`config.mk`:
```
export PLATFORM = sky130hd
export DESIGN_NAME = rf_write_sched
export DESIGN_NICKNAME = d
export VERILOG_FILES = /design/src/rtl/rf_write_sched.sv
export SDC_FILE = /design/constraint.sdc
export NUM_CORES = 1
export LEC_CHECK = 0
export CORE_MARGIN = 8
export CORE_UTILIZATION = 46
export DETAILED_ROUTE_END_ITERATION = 8
export PLACE_DENSITY = 0.82
export SETUP_SLACK_MARGIN = 0.3
export SLEW_MARGIN = 10
export SYNTH_ARGS = -nofsm -noshare
export SYNTH_HDL_FRONTEND = slang
export SYNTH_SLANG_ARGS = --single-unit
```
`constraint.sdc`:
```
create_clock -name clk -period 4.8 [get_ports clk]
set_clock_uncertainty 0.2 [all_clocks]
set_input_delay 0.72 -clock clk [delete_from_list [all_inputs] [get_ports clk]]
set_output_delay 0.72 -clock clk [all_outputs]
set_load 0.02 [all_outputs]
```
`src/rtl/rf_write_sched.sv`:
```
// rf_write_sched: write-port scheduler for the bitcell register file.
// Arbitrates the single write port between pipeline writeback (A) and the
// secondary writer (B), and turns LLB/LHB byte writes into a read-modify-write
// through read port 2 (RD cycle, then merged write in MWR).
// Optional build macro: RF_SCHED_FIXED_PRIO_EN (A always wins a tie; otherwise
// round-robin on the last granted requester).
module rf_write_sched #(
    parameter int DATA_W = 16,
    parameter int NREG   = 16
) (
    input  logic                    clk,
    input  logic                    rst,
    input  logic                    a_valid,
    output logic                    a_ready,
    input  logic [$clog2(NREG)-1:0] a_addr,
    input  logic [DATA_W-1:0]       a_data,
    input  logic [1:0]              a_half,
    input  logic                    b_valid,
    output logic                    b_ready,
    input  logic [$clog2(NREG)-1:0] b_addr,
    input  logic [DATA_W-1:0]       b_data,
    input  logic [1:0]              b_half,
    output logic                    rf_rd_en,
    output logic [NREG-1:0]         rf_rd_sel,
    input  logic [DATA_W-1:0]       rf_rd_data,
    output logic [NREG-1:0]         rf_wsel,
    output logic [DATA_W-1:0]       rf_wdata,
    output logic                    rf_load_half,
    output logic                    busy
);
    localparam int AW = $clog2(NREG);
    localparam int HW = DATA_W / 2;

    typedef enum logic [1:0] {IDLE, WR, RD, MWR} state_t;

    state_t          state_q, state_d;
    logic [AW-1:0]   addr_q, addr_d;
    logic [HW-1:0]   byte_q, byte_d;
    logic            lhb_q, lhb_d;
    logic            rd_en_q, rd_en_d;
    logic [NREG-1:0] rd_sel_q, rd_sel_d;
    logic [NREG-1:0] wsel_q, wsel_d;
    logic [DATA_W-1:0] wdata_q, wdata_d;
    logic            load_half_q, load_half_d;
`ifndef RF_SCHED_FIXED_PRIO_EN
    logic            last_b_q, last_b_d;
`endif

    logic              win_a, hs, req_rmw;
    logic [AW-1:0]     req_addr;
    logic [DATA_W-1:0] req_data;
    logic [1:0]        req_half;

    function automatic logic [NREG-1:0] onehot(input logic [AW-1:0] a);
        logic [NREG-1:0] v;
        v    = '0;
        v[a] = 1'b1;
        return v;
    endfunction

    // Grant selection; nothing is accepted in reset or while read port 2 is busy
    always_comb begin
`ifdef RF_SCHED_FIXED_PRIO_EN
        win_a = a_valid;
`else
        win_a = a_valid && (!b_valid || last_b_q);
`endif
        a_ready  = rst && (state_q != RD) && win_a;
        b_ready  = rst && (state_q != RD) && b_valid && !win_a;
        hs       = a_ready || b_ready;
        req_addr = a_ready ? a_addr : b_addr;
        req_data = a_ready ? a_data : b_data;
        req_half = a_ready ? a_half : b_half;
        // R0 never needs the merge: it is hardwired zero
        req_rmw  = ((req_half == 2'b01) || (req_half == 2'b10)) && (req_addr != '0);
    end

    // Next state and next registered outputs
    always_comb begin
        state_d     = IDLE;
        addr_d      = addr_q;
        byte_d      = byte_q;
        lhb_d       = lhb_q;
        rd_en_d     = 1'b0;
        rd_sel_d    = '0;
        wsel_d      = '0;
        wdata_d     = '0;
        load_half_d = 1'b0;
        if (state_q == RD) begin
            // rf_rd_data is the pre-write register value; merge the new byte in
            state_d     = MWR;
            wsel_d      = onehot(addr_q);
            load_half_d = 1'b1;
            wdata_d     = lhb_q ? {byte_q, rf_rd_data[HW-1:0]}
                                : {rf_rd_data[DATA_W-1:HW], byte_q};
        end else if (hs) begin
            addr_d = req_addr;
            byte_d = req_data[HW-1:0];
            lhb_d  = (req_half == 2'b10);
            if (req_rmw) begin
                state_d     = RD;
                rd_en_d     = 1'b1;
                rd_sel_d    = onehot(req_addr);
                load_half_d = 1'b1;
            end else begin
                state_d = WR;
                wsel_d  = (req_addr == '0) ? '0 : onehot(req_addr);
                wdata_d = req_data;
            end
        end
    end

`ifndef RF_SCHED_FIXED_PRIO_EN
    // Remember who won the last handshake for round-robin
    always_comb begin
        last_b_d = hs ? b_ready : last_b_q;
    end
`endif

    // State and output registers; reset aborts any in-flight RMW
    always_ff @(posedge clk or negedge rst) begin
        if (!rst) begin
            state_q     <= IDLE;
            addr_q      <= '0;
            byte_q      <= '0;
            lhb_q       <= 1'b0;
            rd_en_q     <= 1'b0;
            rd_sel_q    <= '0;
            wsel_q      <= '0;
            wdata_q     <= '0;
            load_half_q <= 1'b0;
        end else begin
            state_q     <= state_d;
            addr_q      <= addr_d;
            byte_q      <= byte_d;
            lhb_q       <= lhb_d;
            rd_en_q     <= rd_en_d;
            rd_sel_q    <= rd_sel_d;
            wsel_q      <= wsel_d;
            wdata_q     <= wdata_d;
            load_half_q <= load_half_d;
        end
    end

`ifndef RF_SCHED_FIXED_PRIO_EN
    // Round-robin pointer; starts at B so A wins the first tie
    always_ff @(posedge clk or negedge rst) begin
        if (!rst) last_b_q <= 1'b1;
        else      last_b_q <= last_b_d;
    end
`endif

    assign rf_rd_en     = rd_en_q;
    assign rf_rd_sel    = rd_sel_q;
    assign rf_wsel      = wsel_q;
    assign rf_wdata     = wdata_q;
    assign rf_load_half = load_half_q;
    assign busy         = (state_q != IDLE);

endmodule

```
# Word level (Yosys, flattened, before mapping)
# Cells that the tools add are included.
# totals
register_bits	66
latchBits	0
ram_bits	0
mem_bits_ro	0
word_cells	61
memories	0
# classes
add_sub_neg	0
multipliers	0
n_div	0
magnitude_cmp	4
n_eq_ne	4
n_shift	0
mux	25
bitwise	1
n_reduce_logical	17
# ops
operator	n
16-bit 2-to-1 mux	12
4-bit by 5-bit < comparator with 1-bit output, second input constant	2
1-bit demux with 4-bit select	2
4-bit by 1-bit >= comparator with 1-bit output, second input constant	2
1-bit logical AND	8
2-bit 2-to-1 mux	4
1-bit 2-to-1 mux	6
2-bit equality test, second input constant	2
4-bit logical NOT	1
4-bit 2-to-1 mux	1
4-bit nonzero test	1
1-bit logical OR	3
2-bit by 1-bit equality test with 1-bit output, second input constant	1
1-bit logical NOT	2
2-bit inequality test, second input constant	1
2-bit AND reduction	1
2-bit nonzero test	1
1-bit NOT	1

# Logic depth before layout (Yosys ltp)
# logic_depth
word_depth	13
ltp_mapped	12
depth_no_buf	9

# Worst setup path after synthesis
# No wires, ideal clock.
# synth_timing
path_kind	input to register
start	in b_valid
end	reg rd_sel_q[12], in the netlist rf_rd_sel[12]
setup_ps	86
arrival_ps	2807
t_required_ps	4514
setup_slack_ps	1707
path_stages	10
cell_sequence	nand2b_1 nand4_2 inv_2 buf_2 mux2i_1 ha_1 or2_2 clkbuf_1 buf_2 nor3_1
# synth_between
elab_chain_len	12
word_cells_on_any_way	23
cone_classes	2 x order compare; 2 x eq/ne; 7 x mux; 12 x reduce/logical
# synth_rtl
element	line	rtl
start: declaration	18	input logic b_valid,
1-bit logical NOT (*)	66	win_a = a_valid && (!b_valid || last_b_q);
1-bit logical OR (*)	66	
1-bit logical AND (*)	66	
1-bit logical AND (*)	68	a_ready = rst && (state_q != RD) && win_a;
net a_ready	14	output logic a_ready,
4-bit 2-to-1 mux	71	req_addr = a_ready ? a_addr : b_addr;
4-bit by 5-bit < comparator with 1-bit output (not written as such) / 4-bit by 1-bit >= comparator with 1-bit output (equally long branches)	57	v[a] = 1'b1;
1-bit logical AND (not written as such)	57	
1-bit 2-to-1 mux (not written as such)	57	
1-bit demux with 4-bit select	57	
16-bit 2-to-1 mux	100	if (req_rmw) begin
16-bit 2-to-1 mux (*)	96	end else if (hs) begin
16-bit 2-to-1 mux (*)	89	if (state_q == RD) begin
net rd_sel_d[12]	41	logic [NREG-1:0] rd_sel_q, rd_sel_d;
end signal: assignment	138	rd_sel_q <= rd_sel_d;
end: declaration	41	
# Mark *: on every way through the listed nets, which the timed path passes. The rest lies on a longest branch.
# A chain may end at the register's enable or synchronous reset.

# Worst setup path after layout
# layout_timing
start	reg state_q[0]
end	out b_ready
# layout_between
elab_chain_len	4
# layout_rtl
element	line	rtl
start: declaration	36	state_t state_q, state_d;
start signal: assignment	133	state_q <= state_d;
2-bit inequality test	69	b_ready = rst && (state_q != RD) && b_valid && !win_a;
1-bit logical AND (3 in series)	69	
end: declaration	19	output logic b_ready,
# Every way passes these cells.

==> flow_metrics.py <==
metrics = {
    "worst_setup_path": {
        "arrival_ps": 2750,
        "cp-start-kind": "register",
        "worstPathRequired_ps": 3880,
        "cp-startpoint": "state_q[0]",
        "path_class": "reg2out",
        "timing.critical_path.to_type": "output pin",
        "worst_r2r_startpoint": "state_q[0]",
        "path_max_fanout": 18,
    },
    "grt": {
        "grt_start_max_net_pins": 56,
        "grt_pass1_wl_um": 15400,
        "antenna_found_initial": 0,
        "first_global_vias": 2947,
        "globalRouteOverflowTotal": 0,
        "grt_util_all_layers_pct": 20.2,
    },
    "routing": {
        "vias": 2826,
        "post_drt_via_cell_ratio": 5.76,
        "drt_drc_violations_left": 0,
        "wl_um": 9840,
        "firstDrtPassIters": 4,
        "ant_nets": 0,
        "first_iter_violations": 87,
        "routed_wire_length_per_instance_um": 20.0,
    },
    "cts": {
        "postCtsSetupBuffers": 0,
        "clock_tree.root_cell": "clkbuf_8",
        "h-tree-depth": 3,
        "clkLatencyLatePin_ps": 350,
        "tritoncts": "built",
        "clockBufferDepth": 2,
        "post_cts_hold_buffer_count": 0,
        "clkSinkCount": 65,
        "cts_inserted_buffers": 9,
        "clk_pin_slew_worst_paths_ps": 80,
        "ctsResizeCount": 0,
    },
    "power": {
        "max-vdd-ir-drop_mv": 0.285,
        "leakage_power_uw": 0.00189,
        "power_density_mw_per_mm2": 439,
    },
    "timing": {
        "timing.slew.headroom_pct": 40.8,
        "layout_worst_path_cycle_share_pct": 76.5,
        "finalSetupViolCount": 0,
        "max_slew_violation_count": 0,
        "fin_tns_setup_ps": 0,
        "worst_margin_pin_slew_ps": 888,
        "finalWorstSetupSlack_ps": 1130,
        "finalCriticalPeriod_ps": 3670,
        "rsz0062_at_grt": "false",
        "timing.fmax_mhz": 272,
        "hold_viol": 0,
    },
    "synth": {
        "syn_area_per_cell_um2": 11.0,
        "fraction_of_synthesized_cell_area_taken_by_the_top_area_cell_type_pct": 50.2,
        "synthDistinctLibCells": 39,
        "synthesis.yosys.warnings": 0,
        "synthDominantAreaCellType": "dfrtp_1",
        "postSynthCellCount": 291,
        "postSynthRegisterBits": 65,
        "mappedNetlistNets": 356,
        "synth_cell_area_mm2": 0.00319,
        "netlist_top_cells_area": "dfrtp_1 50%, mux2i_1 6.0%, mux2_2 5.3%",
        "synth_sequential_area_ratio_pct": 51.0,
    },
    "run_status": {
        "run_status": "complete, no violations",
    },
    "placed_design": {
        "dpl-instance-area_mm2": 0.00442,
        "post-dp-hpwl_um": 7150,
        "place_congestion": 0.854,
        "placement.setup.worst_slack_ps": 1140,
        "port_buffers": 116,
    },
    "hold_path": {
        "min-delay-path-class": "in2async",
    },
    "finish": {
        "final_nets": 471,
        "fill_cells": 515,
        "area_grow_syn2layout_pct": 43.8,
        "antenna_cells_inserted": 0,
        "ff_latch_area_mm2": 0.00163,
        "final_cell_area_mm2": 0.00459,
        "final_common_cell": "clkdlybuf4s50_1",
        "layout-drive-gt1-share_pct": 14.8,
        "most-common-layout-cells": "115 x clkdlybuf4s50_1, 64 x dfrtp_1, 29 x nand2_1",
        "area_occupied_by_multi_input_gates_mm2": 0.00148,
    },
    "die": {
        "dieArea_mm2": 0.00986,
        "floorplan.initialDensity_pct": 47.3,
        "die_w_um": 99.3,
        "coreArea_mm2": 0.00676,
        "i_o_pin_count": 117,
        "fp-row-count": 30,
        "die_h_um": 99.3,
    },
    "run": {
        "timing.max_cap.violations": 0,
    },
}
-- final timing paths --
path / endpoint / slack, ps / depth (start not counted)
max: b_ready / 1130 / 5
max in group asynchronous: addr_q[2] / 3250 / 2
min reg2reg: byte_q[7] / 320 / 2
min: rf_rd_sel[2] / 120 / 1
max reg2reg: rf_wdata[15] / 1440 / 9
min in group clk: byte_q[7] / 320 / 2
-- power breakdown --
group / switching [µW] / total, µW / internal (µW)
sequential: 100 / 772 / 671
clock: 222 / 406 / 184
combinational: 453 / 837 / 383
total: 775 / 2010 / 1240
-- cell type report --
| type | instances | area share, % |
|---|---|---|
| Sequential cell | 65 | 35.4 |
| Multi-Input combinational cell | 205 | 32.2 |
| Timing Repair Buffer | 123 | 26.3 |
| Clock buffer | 9 | 2.70 |
| Tap cell | 80 | 2.18 |
| Clock inverter | 7 | 1.04 |
| Inverter | 2 | 0.163 |
-- cell families (layout without fill, tap and decap cells) --
family | after synthesis | in the layout | share of synthesized area, %
muxes | 34 | 34 | 11.2
buffers and inverters | 21 | 141 | 3.02
AOI/OAI and AO/OA | 85 | 85 | 21.2
adders and majority gates | 1 | 1 | 0.392
other | 1 | 1 | 0.117
and+or+nand+nor | 84 | 84 | 13.1
DFF | 65 | 65 | 51.0
-- cell usage after synthesis --
cell type / number
dfrtp_1: 64
nand2_1: 29
nor3_1: 20
mux2i_1: 19
o21ai_0: 19
mux2_2: 15
clkbuf_1: 11
o22ai_1: 11
o32ai_1: 11
a31oi_1: 9
nand2b_1: 9
a21boi_0: 8
a22oi_1: 8
nor2_1: 8
o31ai_2: 8
nor2b_1: 6
a21oi_1: 5
buf_2: 5
or2_2: 5
nand3_1: 2
a311oi_4: 1
a31o_2: 1
a41oi_4: 1
and2_1: 1
buf_1: 1
buf_4: 1
buf_6: 1
conb_1: 1
dfstp_2: 1
ha_1: 1
inv_1: 1
inv_2: 1
nand4_2: 1
o2111a_1: 1
o211ai_2: 1
o32ai_4: 1
or2b_1: 1
or3_1: 1
or4_4: 1
-- critical path: stages, from the launching register on --
cell and delay, ps:
dfrtp_1 370, nand2b_1 700, and2_1 450, nand2_1 90, a21oi_1 130, clkdlybuf4s50_1 650
-- per-stage QoR --
step                      hold WS [ps]  total power, µW  std cells  utilization, %
after floorplan                    224             1270        291               -
after global placement             286             1590        475            65.4
after detailed placement           299             1620        475            65.4
after CTS                          117             2020        491            68.0
after global routing               131             2130        491            68.0
final                              115             2010        491            68.0
-- flip-flops by register name (all words and copies together), names as in the netlist --
register      count
rf_load_half      1
rf_wdata         16
addr_q            4
byte_q            8
last_b_q          1
lhb_q             1
state_q           1
rf_rd_sel        16
rf_rd_en          1
rf_wsel          16
-- metal layers --
metal / up-vias / global-route usage (%) / wire length (µm)
li1: 1314 / - / -
met1: 1366 / 23.6 / 4150
met2: 130 / 32.1 / 4470
met3: 16 / 8.80 / 1030
met4: 0 / 7.33 / 191
met5: - / 0 / 0
Note: power is estimated with default switching activity, not from simulation.
